==> config.mk <==
export PLATFORM = sky130hd
export DESIGN_NAME = pipeline_stall_ctrl
export DESIGN_NICKNAME = d
export VERILOG_FILES = /design/src/rtl/pipe_pkg.sv /design/src/rtl/sat_counter.sv /design/src/rtl/pipeline_stall_ctrl.sv
export SDC_FILE = /design/constraint.sdc
export NUM_CORES = 1
export LEC_CHECK = 0
export CAP_MARGIN = 20
export CELL_PAD_IN_SITES_DETAIL_PLACEMENT = 1
export CELL_PAD_IN_SITES_GLOBAL_PLACEMENT = 1
export CORE_ASPECT_RATIO = 0.6
export CORE_MARGIN = 1
export CORE_UTILIZATION = 39
export DETAILED_ROUTE_END_ITERATION = 12
export GPL_TIMING_DRIVEN = 0
export PLACE_DENSITY = 0.86
export SYNTH_ARGS = -nofsm -noshare
export SYNTH_HDL_FRONTEND = slang
export SYNTH_SLANG_ARGS = --single-unit
==> constraint.sdc <==
create_clock -name clk -period 3.3 [get_ports clk]
set_clock_uncertainty 0.05 [all_clocks]
set_input_delay 0.33 -clock clk [delete_from_list [all_inputs] [get_ports clk]]
set_output_delay 0.33 -clock clk [all_outputs]
set_load 0.05 [all_outputs]
==> src/rtl/pipe_pkg.sv <==
// Shared pipeline definitions: sequencer state encoding, register-zero constant
// and the default performance counter width.
package pipe_pkg;
  typedef enum logic {
    ST_RUN      = 1'b0,
    ST_MEM_WAIT = 1'b1
  } state_e;

  localparam logic [4:0] REG_ZERO  = 5'd0;
  localparam int         CNT_W_DEF = 16;
endpackage

==> src/rtl/sat_counter.sv <==
// Saturating up-counter: holds at all-ones instead of wrapping.
module sat_counter #(
  parameter int W = 16
) (
  input  logic         clk,
  input  logic         rst_n,
  input  logic         inc,
  output logic [W-1:0] count
);
  always_ff @(posedge clk or negedge rst_n) begin
    if (!rst_n)
      count <= '0;
    else if (inc && (count != '1))
      count <= count + W'(1);
  end
endmodule

==> src/rtl/pipeline_stall_ctrl.sv <==
// Stall/flush sequencer for the 5-stage pipeline: merges load-use, taken-branch
// and multi-cycle data-memory hazards into stage enables, bubbles and flushes.
module pipeline_stall_ctrl
  import pipe_pkg::*;
#(
  parameter int CNT_W   = CNT_W_DEF,
  parameter int TIMEOUT = 64,
  parameter int TO_W    = 7
) (
  input  logic             clk,
  input  logic             rst_n,
  input  logic             ID_EXmemRead,
  input  logic [4:0]       ID_EXrd,
  input  logic [4:0]       IF_IDrs1,
  input  logic [4:0]       IF_IDrs2,
  input  logic             branchTaken,
  input  logic             EX_MEMmemAccess,
  input  logic             dmemReady,
  output logic             PCwrite,
  output logic             IF_IDwrite,
  output logic             IF_IDflush,
  output logic             ID_EXwrite,
  output logic             ID_EXbubble,
  output logic             EX_MEMwrite,
  output logic             MEM_WBwrite,
  output logic             memError,
  output logic [CNT_W-1:0] stallCount,
  output logic [CNT_W-1:0] flushCount
);
  state_e          state;
  logic [TO_W-1:0] wait_cnt;
  logic            load_use, mem_wait, timed_out, freeze;

  assign load_use  = ID_EXmemRead && (ID_EXrd != REG_ZERO) &&
                     ((ID_EXrd == IF_IDrs1) || (ID_EXrd == IF_IDrs2));
  assign mem_wait  = EX_MEMmemAccess && !dmemReady;
  // On the timeout cycle the stuck access is abandoned and the pipe runs normally.
  assign timed_out = (state == ST_MEM_WAIT) && (wait_cnt == TO_W'(TIMEOUT)) && mem_wait;
  assign freeze    = mem_wait && !timed_out;

  always_comb begin
    PCwrite     = 1'b1;
    IF_IDwrite  = 1'b1;
    IF_IDflush  = 1'b0;
    ID_EXwrite  = 1'b1;
    ID_EXbubble = 1'b0;
    EX_MEMwrite = 1'b1;
    MEM_WBwrite = 1'b1;
    if (freeze) begin
      PCwrite     = 1'b0;
      IF_IDwrite  = 1'b0;
      ID_EXwrite  = 1'b0;
      EX_MEMwrite = 1'b0;
      MEM_WBwrite = 1'b0;
    end else if (branchTaken) begin
      IF_IDflush  = 1'b1;
      ID_EXbubble = 1'b1;
    end else if (load_use) begin
      PCwrite     = 1'b0;
      IF_IDwrite  = 1'b0;
      ID_EXbubble = 1'b1;
    end
  end

  // wait_cnt is 0 in RUN, so entering MEM_WAIT loads 1 via the same increment.
  always_ff @(posedge clk or negedge rst_n) begin
    if (!rst_n) begin
      state    <= ST_RUN;
      wait_cnt <= '0;
      memError <= 1'b0;
    end else begin
      if (timed_out)
        memError <= 1'b1;
      if (freeze) begin
        state    <= ST_MEM_WAIT;
        wait_cnt <= wait_cnt + TO_W'(1);
      end else begin
        state    <= ST_RUN;
        wait_cnt <= '0;
      end
    end
  end

  sat_counter #(.W(CNT_W)) u_stall_cnt (
    .clk   (clk),
    .rst_n (rst_n),
    .inc   (!PCwrite),
    .count (stallCount)
  );

  sat_counter #(.W(CNT_W)) u_flush_cnt (
    .clk   (clk),
    .rst_n (rst_n),
    .inc   (IF_IDflush),
    .count (flushCount)
  );
endmodule

==> results of run 1 <==
worst max-delay path, cell delays in order (launching register included):
cell and delay [ns]:
dfrtp_1 0.43, nor4bb_1 0.36, a31o_2 0.25, buf_4 0.19
o31a_2 0.24, buf_4 0.13, clkdlybuf4s50_1 0.79
cell usage in the layout, fill, tap and decap left out, types with 3 or more instances in the layout:
master           instances
nor2_1                  21
nand2_1                 14
clkdlybuf4s50_1         59
and3_1                   6
xor2_1                  21
nor3_2                   3
xnor2_1                 23
and2_1                   3
ha_1                     4
nand4_1                 12
clkbuf_8                 6
nand3_1                 15
inv_1                    5
dfrtp_1                 41
buf_4                    5
worst max path at each step:
stage	endpoint	slack, ns	cells past startpoint
6_report	PCwrite	0.24	6
5_1_grt	PCwrite	0.08	6
4_1_cts	PCwrite	0.21	6
3_5_place_dp	PCwrite	0.23	6
3_3_place_gp	PCwrite	0.24	6
2_1_floorplan	u_flush_cnt.count[12]	0.97	6
flip-flops by register name, summed over array words and instances (netlist names):
register and flops:
u_flush_cnt.count 16, u_stall_cnt.count 16, wait_cnt 7, memError 1, state 1
what timing repair did:
action                    in CTS  in global routing
hold buffers                   1                  0
hold endpoints to repair      17                  0
resized for setup              0                  0
metal layers:
metal,vias to the layer above,global-route usage,share of wire
met1,813,0.2812,0.53
met5,-,0,0
met2,34,0.2867,0.43
met4,0,0.03838,0.0022
li1,801,-,-
met3,3,0.04988,0.040
final cells by class:
type,instances,area [sq um],area share
repair buffers,62,633.1,0.2181
clock buffers,7,86.33,0.02974
well taps,66,82.58,0.02845
plain buffers,6,48.80,0.01681
multi-input cells,144,1007,0.3470
inverters,5,18.77,0.006466
flip-flops and latches,41,1026,0.3534
per-stage QoR:
step                      instances  setup WS [ns]  power (uW)
after floorplan                 196         0.9734        1099
after global placement          322         0.2431        1340
after detailed placement        323         0.2285        1360
after CTS                       331         0.2065        1700
after global routing            331        0.07970        1764
final                           331         0.2435        1681
cell families after synthesis:
logic type / synth area share
adders and majority gates: 0.02382
AOI/OAI and AO/OA: 0.03157
buffers and inverters: 0.03216
muxes: 0.01608
xor gates and xnor gates: 0.1834
and+or+nand+nor: 0.2246
DFF: 0.4884
power by group through the flow:
stage	Clock [uW]	Sequential, uW	Combinational [uW]
after floorplan	0	932	167
after global placement	0	692	649
after detailed placement	0	698	663
after CTS	343	690	667
after global routing	363	709	692
final	329	691	661
==> results by group, run 1 <==
Timing
  • Minimum clock period: about 3 ns
  • Slew headroom: 0.6575
  • Final Cycle Share: 0.9262
  • Slew Limit Fails: 0
  • WHS: about 0.44 ns
  • Worst-Margin Slew: 0.5121 ns
  • FMAX: roughly 330 MHz
  • Total negative slack: 0 ns
  • Unrepaired setup endpoints after global routing: false
  • Fin. Hold Viols: 0
  • # setup viols final: 0

Clock tree
  • Clk_lat worst skew: 0.29 ns
  • CTS Root Cell: clkbuf_8
  • Clock transition at path regs: ~0.080 ns
  • CTS Sinks: 41
  • CTS tree: built
  • H-tree Lvls: 2
  • CTS buffer count: 5
  • Post-CTS setup buffer count: 0
  • Clock buffer depth: 2

Yosys
  • Yosys cell types: 33
  • Top post-synthesis cells by count: dfrtp_1, xnor2_1, nor2_1, xor2_1, nand3_1
  • Most used DFF post-synth: dfrtp_1
  • Yosys top cell by area: dfrtp_1
  • Count leader, synth: dfrtp_1
  • Post-Syn Area: between 2000 and 2500 sq um
  • Seq cells post-synth: 41
  • Synth Net Count: around 220
  • Synth warn: 0
  • Async SR Flop Fraction: 1.000
  • Synth area leaders: dfrtp_1, xnor2_1, xor2_1
  • Synth top area share: 0.4884
  • Syn_area_per_cell: between 10 and 15 sq um
  • EDFF count, synth: 0
  • Seq/Total Area, Yosys: 0.4884
  • Syn Inst Count: between 150 and 200

Drt
  • Wire length per cell: between 15 and 20 microns
  • Post-route DRC: 0
  • Routed Antenna Nets: 0
  • Vias: about 1.7k
  • DRT Pass-1 Iters: 4
  • Via-to-Cell Ratio: roughly 5
  • WL final: between 5000 and 6000 microns
  • Starting DRT DRC Count: 29

Finish
  • Fin util: 0.5659
  • Antenna diodes: 0
  • Final Cell Area: slightly below 3000 sq um
  • Layout cells sized above 1: 0.09811
  • Fillers: ~560
  • Nets: 290
  • Area grow syn2layout: 38.18%

Power
  • Power density over the cells: 579.0 nW/um^2
  • Power share of the combinational group: 0.393
  • Switching share of power: 0.4111
  • P_leak: approximately 0.0012 uW
  • Pint: about 990 uW
  • Sequential power share: 0.411
  • Peak VDD IR: about 0.57 mV
  • Switch Pwr: roughly 690 uW
  • Clock network fraction of total power: 0.196

Die
  • Core area: ~5000 sq um
  • Starting Density: 0.4095
  • I/O pins: slightly above 60
  • Die width: between 90 and 100 microns
  • DIE AREA: between 5000 and 6000 sq um
  • Die Y: roughly 59 microns
  • Standard-cell rows: 20

Hold path
  • Hold Crit Depth: 1
  • Hold Crit Start: memError
  • Hold WC Path Type: reg2reg
  • Worst hold endpoint: memError

Run status
  • Outcome: complete, no violations

Setup path
  • Worst setup startpoint: wait_cnt[4]
  • Kind of critical path: reg2out
  • FF-to-FF setup slack: about 1.2 ns
  • CP Capture Type: output pin
  • CP arrival: 2.68 ns
  • Worst reg2reg path depth: 8
  • Worst EP required: about 2.9 ns
  • Reg2reg start: u_stall_cnt.count[0]
  • CP Launch Type: register
  • Critical R2R Capture: u_stall_cnt.count[6]
  • CP Max Fanout: 12

Global routing
  • Grt ovf: 0
  • Global-route wire length before repair: around 8500 microns
  • Vias in the first global route: roughly 1.7k
  • Largest net degree at the start of global routing: 25
  • Initial antenna violation count: 0
  • Tot GR Track Use: 0.1915

Placement
  • Placed Area: between 2000 and 3000 sq um
  • Hpwl dp: slightly above 4000 microns
  • PortBufs: 60
  • Gp weighted congestion: 0.7359

Run
  • Max Cap Viol: 0
Note: power is estimated with default switching activity, not from simulation.
==> run 2, diff against run 1 <==
HOLD_SLACK_MARGIN = 0.02   (was unset)
==> results of run 2 <==
No change in the layout: final DEF, timing and power equal those of run 1.
==> run 3, diff against run 2 <==
CORE_ASPECT_RATIO = 2   (was 0.6)
CORE_MARGIN = 10   (was 1)
==> run 3 against run 2 <==
Against the previous run:
- register-to-register slack worse by 0.02 ns
- setup slack improved by 0.0098 ns
- sequential cell count unchanged
- cell area rose by 0.52%
- hold slack lost 0.058 ns
- sequential power down 0.9%
- core utilization decreased by 0.31 points
==> results by group, run 3 (same netlist as run 1, synthesis figures left out) <==
Run status
  • Outcome: complete, no violations

Setup path
  • Reg2reg start: u_stall_cnt.count[0]
  • CP Max Fanout: 12 (unchanged)
  • Worst setup startpoint: wait_cnt[4]
  • CP endpoint: IF_IDwrite
  • Critical path, cell by cell: nor4bb_1 > a31o_2 > buf_4 > o31a_2 > clkdlybuf4s50_1
  • Crit-path max cell delay: 0.83 ns (+0.04 ns)
  • Worst reg2reg path depth: 8 (unchanged)
  • Critical R2R Capture: u_stall_cnt.count[3]
  • CP max-delay cell: clkdlybuf4s50_1
  • CP arrival: 2.67 ns (about the same)
  • CP Launch Type: register
  • FF-to-FF setup slack: 1.14 ns (-0.02 ns)
  • CP Capture Type: output pin
  • Kind of critical path: reg2out
  • Worst EP required: 2.92 ns (about the same)

Die
  • Die Y: 123.8 microns (+110%)
  • Standard-cell rows: 37 (+85%)
  • Core area: 5185 sq um (+1.1%)
  • Die width: 71.90 microns (-26%)
  • Starting Density: 0.4052 (-0.004348)
  • I/O pins: 61 (unchanged)
  • DIE AREA: 8900 sq um (+56%)

Placement
  • Placed Area: 2789 sq um (-0.62%)
  • PortBufs: 60 (unchanged)
  • Hpwl dp: 4699 microns (+17%)
  • Gp weighted congestion: 0.7482 (+1.7%)
  • Placed cell count: 315 (-2.5%)

Finish
  • Commonest non-fill, non-tap cell in the layout: clkdlybuf4s50_1
  • Non-filler cells, final: 324 (-2.1%)
  • Final Cell Area: 2918 sq um (+0.52%)
  • Leading cell types in the layout, fill and taps excluded: clkdlybuf4s50_1, dfrtp_1, xnor2_1
  • Area grow syn2layout: 38.89%
  • Nets: 290 (unchanged)
  • Biggest regs: u_flush_cnt.count x16, u_stall_cnt.count x16, wait_cnt x7
  • Layout cells sized above 1: 0.1015 (+0.003391)
  • Antenna diodes: 0 (unchanged)

Clock tree
  • Clock buffer depth: 2 (unchanged)
  • CTS Sinks: 41 (unchanged)
  • Post-CTS setup buffer count: 0 (unchanged)
  • Clk_lat worst skew: 0.29 ns (about the same)
  • CTS tree: built
  • CTS buffer count: 5 (unchanged)
  • CTS Root Cell: clkbuf_8
  • H-tree Lvls: 2 (unchanged)
  • Clock transition at path regs: 0.08 ns (about the same)

Power
  • Pint: 1071 uW (+8.2%)
  • Clock network fraction of total power: 0.237 (+0.041)
  • Switch Pwr: 707.2 uW (+2.3%)
  • Peak VDD IR: 0.5718 mV (+0.84%)
  • Sequential power share: 0.385 (-0.026)
  • P_leak: 0.001257 uW (+1.2%)
  • Power share of the combinational group: 0.377 (-0.016)
  • Power density over the cells: 609.5 nW/um^2 (+5.3%)
  • Switching share of power: 0.3976 (-0.01347)

Drt
  • Routed Antenna Nets: 0 (unchanged)
  • Via-to-Cell Ratio: 5.296 (+6.2%)
  • WL final: 5966 microns (+18%)
  • Starting DRT DRC Count: 53 (+83%)
  • Wire length per cell: 18.41 microns (+20%)
  • DRT Pass-1 Iters: 3 (-1)
  • Post-route DRC: 0 (unchanged)
  • Vias: 1716 (+3.9%)

Global routing
  • Global-route wire length before repair: 9887 microns (+17%)
  • Vias in the first global route: 1969 (+16%)
  • Tot GR Track Use: 0.1398 (-0.05162)
  • Grt ovf: 0 (unchanged)
  • Initial antenna violation count: 0 (unchanged)
  • Largest net degree at the start of global routing: 34 (+36%)

Timing
  • Slew headroom: 0.6484 (-0.009110)
  • Worst-Margin Slew: 0.5257 ns (+0.01362 ns)
  • Total negative slack: 0 ns (unchanged)
  • Fin. Hold Viols: 0 (unchanged)
  • Slew Limit Fails: 0 (unchanged)
  • Unrepaired setup endpoints after global routing: false
  • Final Cycle Share: 0.9232 (-0.002972)
  • # setup viols final: 0 (unchanged)
  • Minimum clock period: 3.047 ns (-0.009808 ns)
  • FMAX: 328.2 MHz (+0.32%)

Hold path
  • Hold WC Path Type: in2async

Run
  • Max Cap Viol: 0 (unchanged)
==> run 3: per-layer routing <==
metal | global-route usage | up-vias | share of wire
li1 | - | 805 | -
met1 | 0.1302 | 853 | 0.35
met2 | 0.2650 | 47 | 0.57
met3 | 0.04220 | 11 | 0.056
met4 | 0.06813 | 0 | 0.028
met5 | 0 | - | 0
==> run 3: stage by stage <==
step / hold slack, ns / power, uW / util / setup WS [ns]
final: 0.3789 / 1778 / 0.5627 / 0.2533
after global routing: 0.3920 / 1874 / 0.5627 / 0.003499
after CTS: 0.3760 / 1800 / 0.5623 / 0.1338
after detailed placement: 0.1605 / 1372 / 0.5379 / 0.1688
after global placement: 0.4117 / 1348 / 0.5350 / 0.2014
after floorplan: -0.01559 / 1099 / - / 0.9734
==> run 3: worst min path at each step <==
stage / end / slack [ns] / cells past startpoint / startpoint
2_1_floorplan: memError / -0.02 / 0 / rst_n
3_3_place_gp: memError / 0.41 / 1 / memError
3_5_place_dp: u_stall_cnt.count[9] / 0.16 / 1 / rst_n
4_1_cts: u_stall_cnt.count[11] / 0.38 / 2 / rst_n
5_1_grt: u_stall_cnt.count[11] / 0.39 / 2 / rst_n
6_report: u_stall_cnt.count[11] / 0.38 / 2 / rst_n
==> run 3: cell type report <==
type / count / area (sq um)
Clock buffer: 7 / 86.33
Sequential cell: 41 / 1026
Clock inverter: 1 / 30.03
Inverter: 5 / 18.77
Timing Repair Buffer: 62 / 628.1
Buffer: 6 / 48.80
Tap cell: 58 / 72.57
Fill cell: 582 / 2267
Multi-Input combinational cell: 144 / 1007
==> run 3: timing repair <==
item,CTS,global route
hold buffers,1,0
endpoints found under the hold margin,8,0
endpoints found under the setup margin,0,1
gates resized for setup,0,1
==> run 3: power by group through the flow <==
stage | logic (uW) | clock network (uW) | registers (uW)
5_1_grt | 714 | 455 | 705
3_3_place_gp | 658 | 0 | 690
2_1_floorplan | 167 | 0 | 932
4_1_cts | 682 | 431 | 687
3_5_place_dp | 675 | 0 | 697
6_report | 671 | 422 | 685
==> run 3: worst max-delay path, delay by kind of cell (launching register included) <==
family	cells	cell delay [ns]
flops	1	0.43
buf+inv	2	1.02
compound gates	2	0.51
simple gates	1	0.41
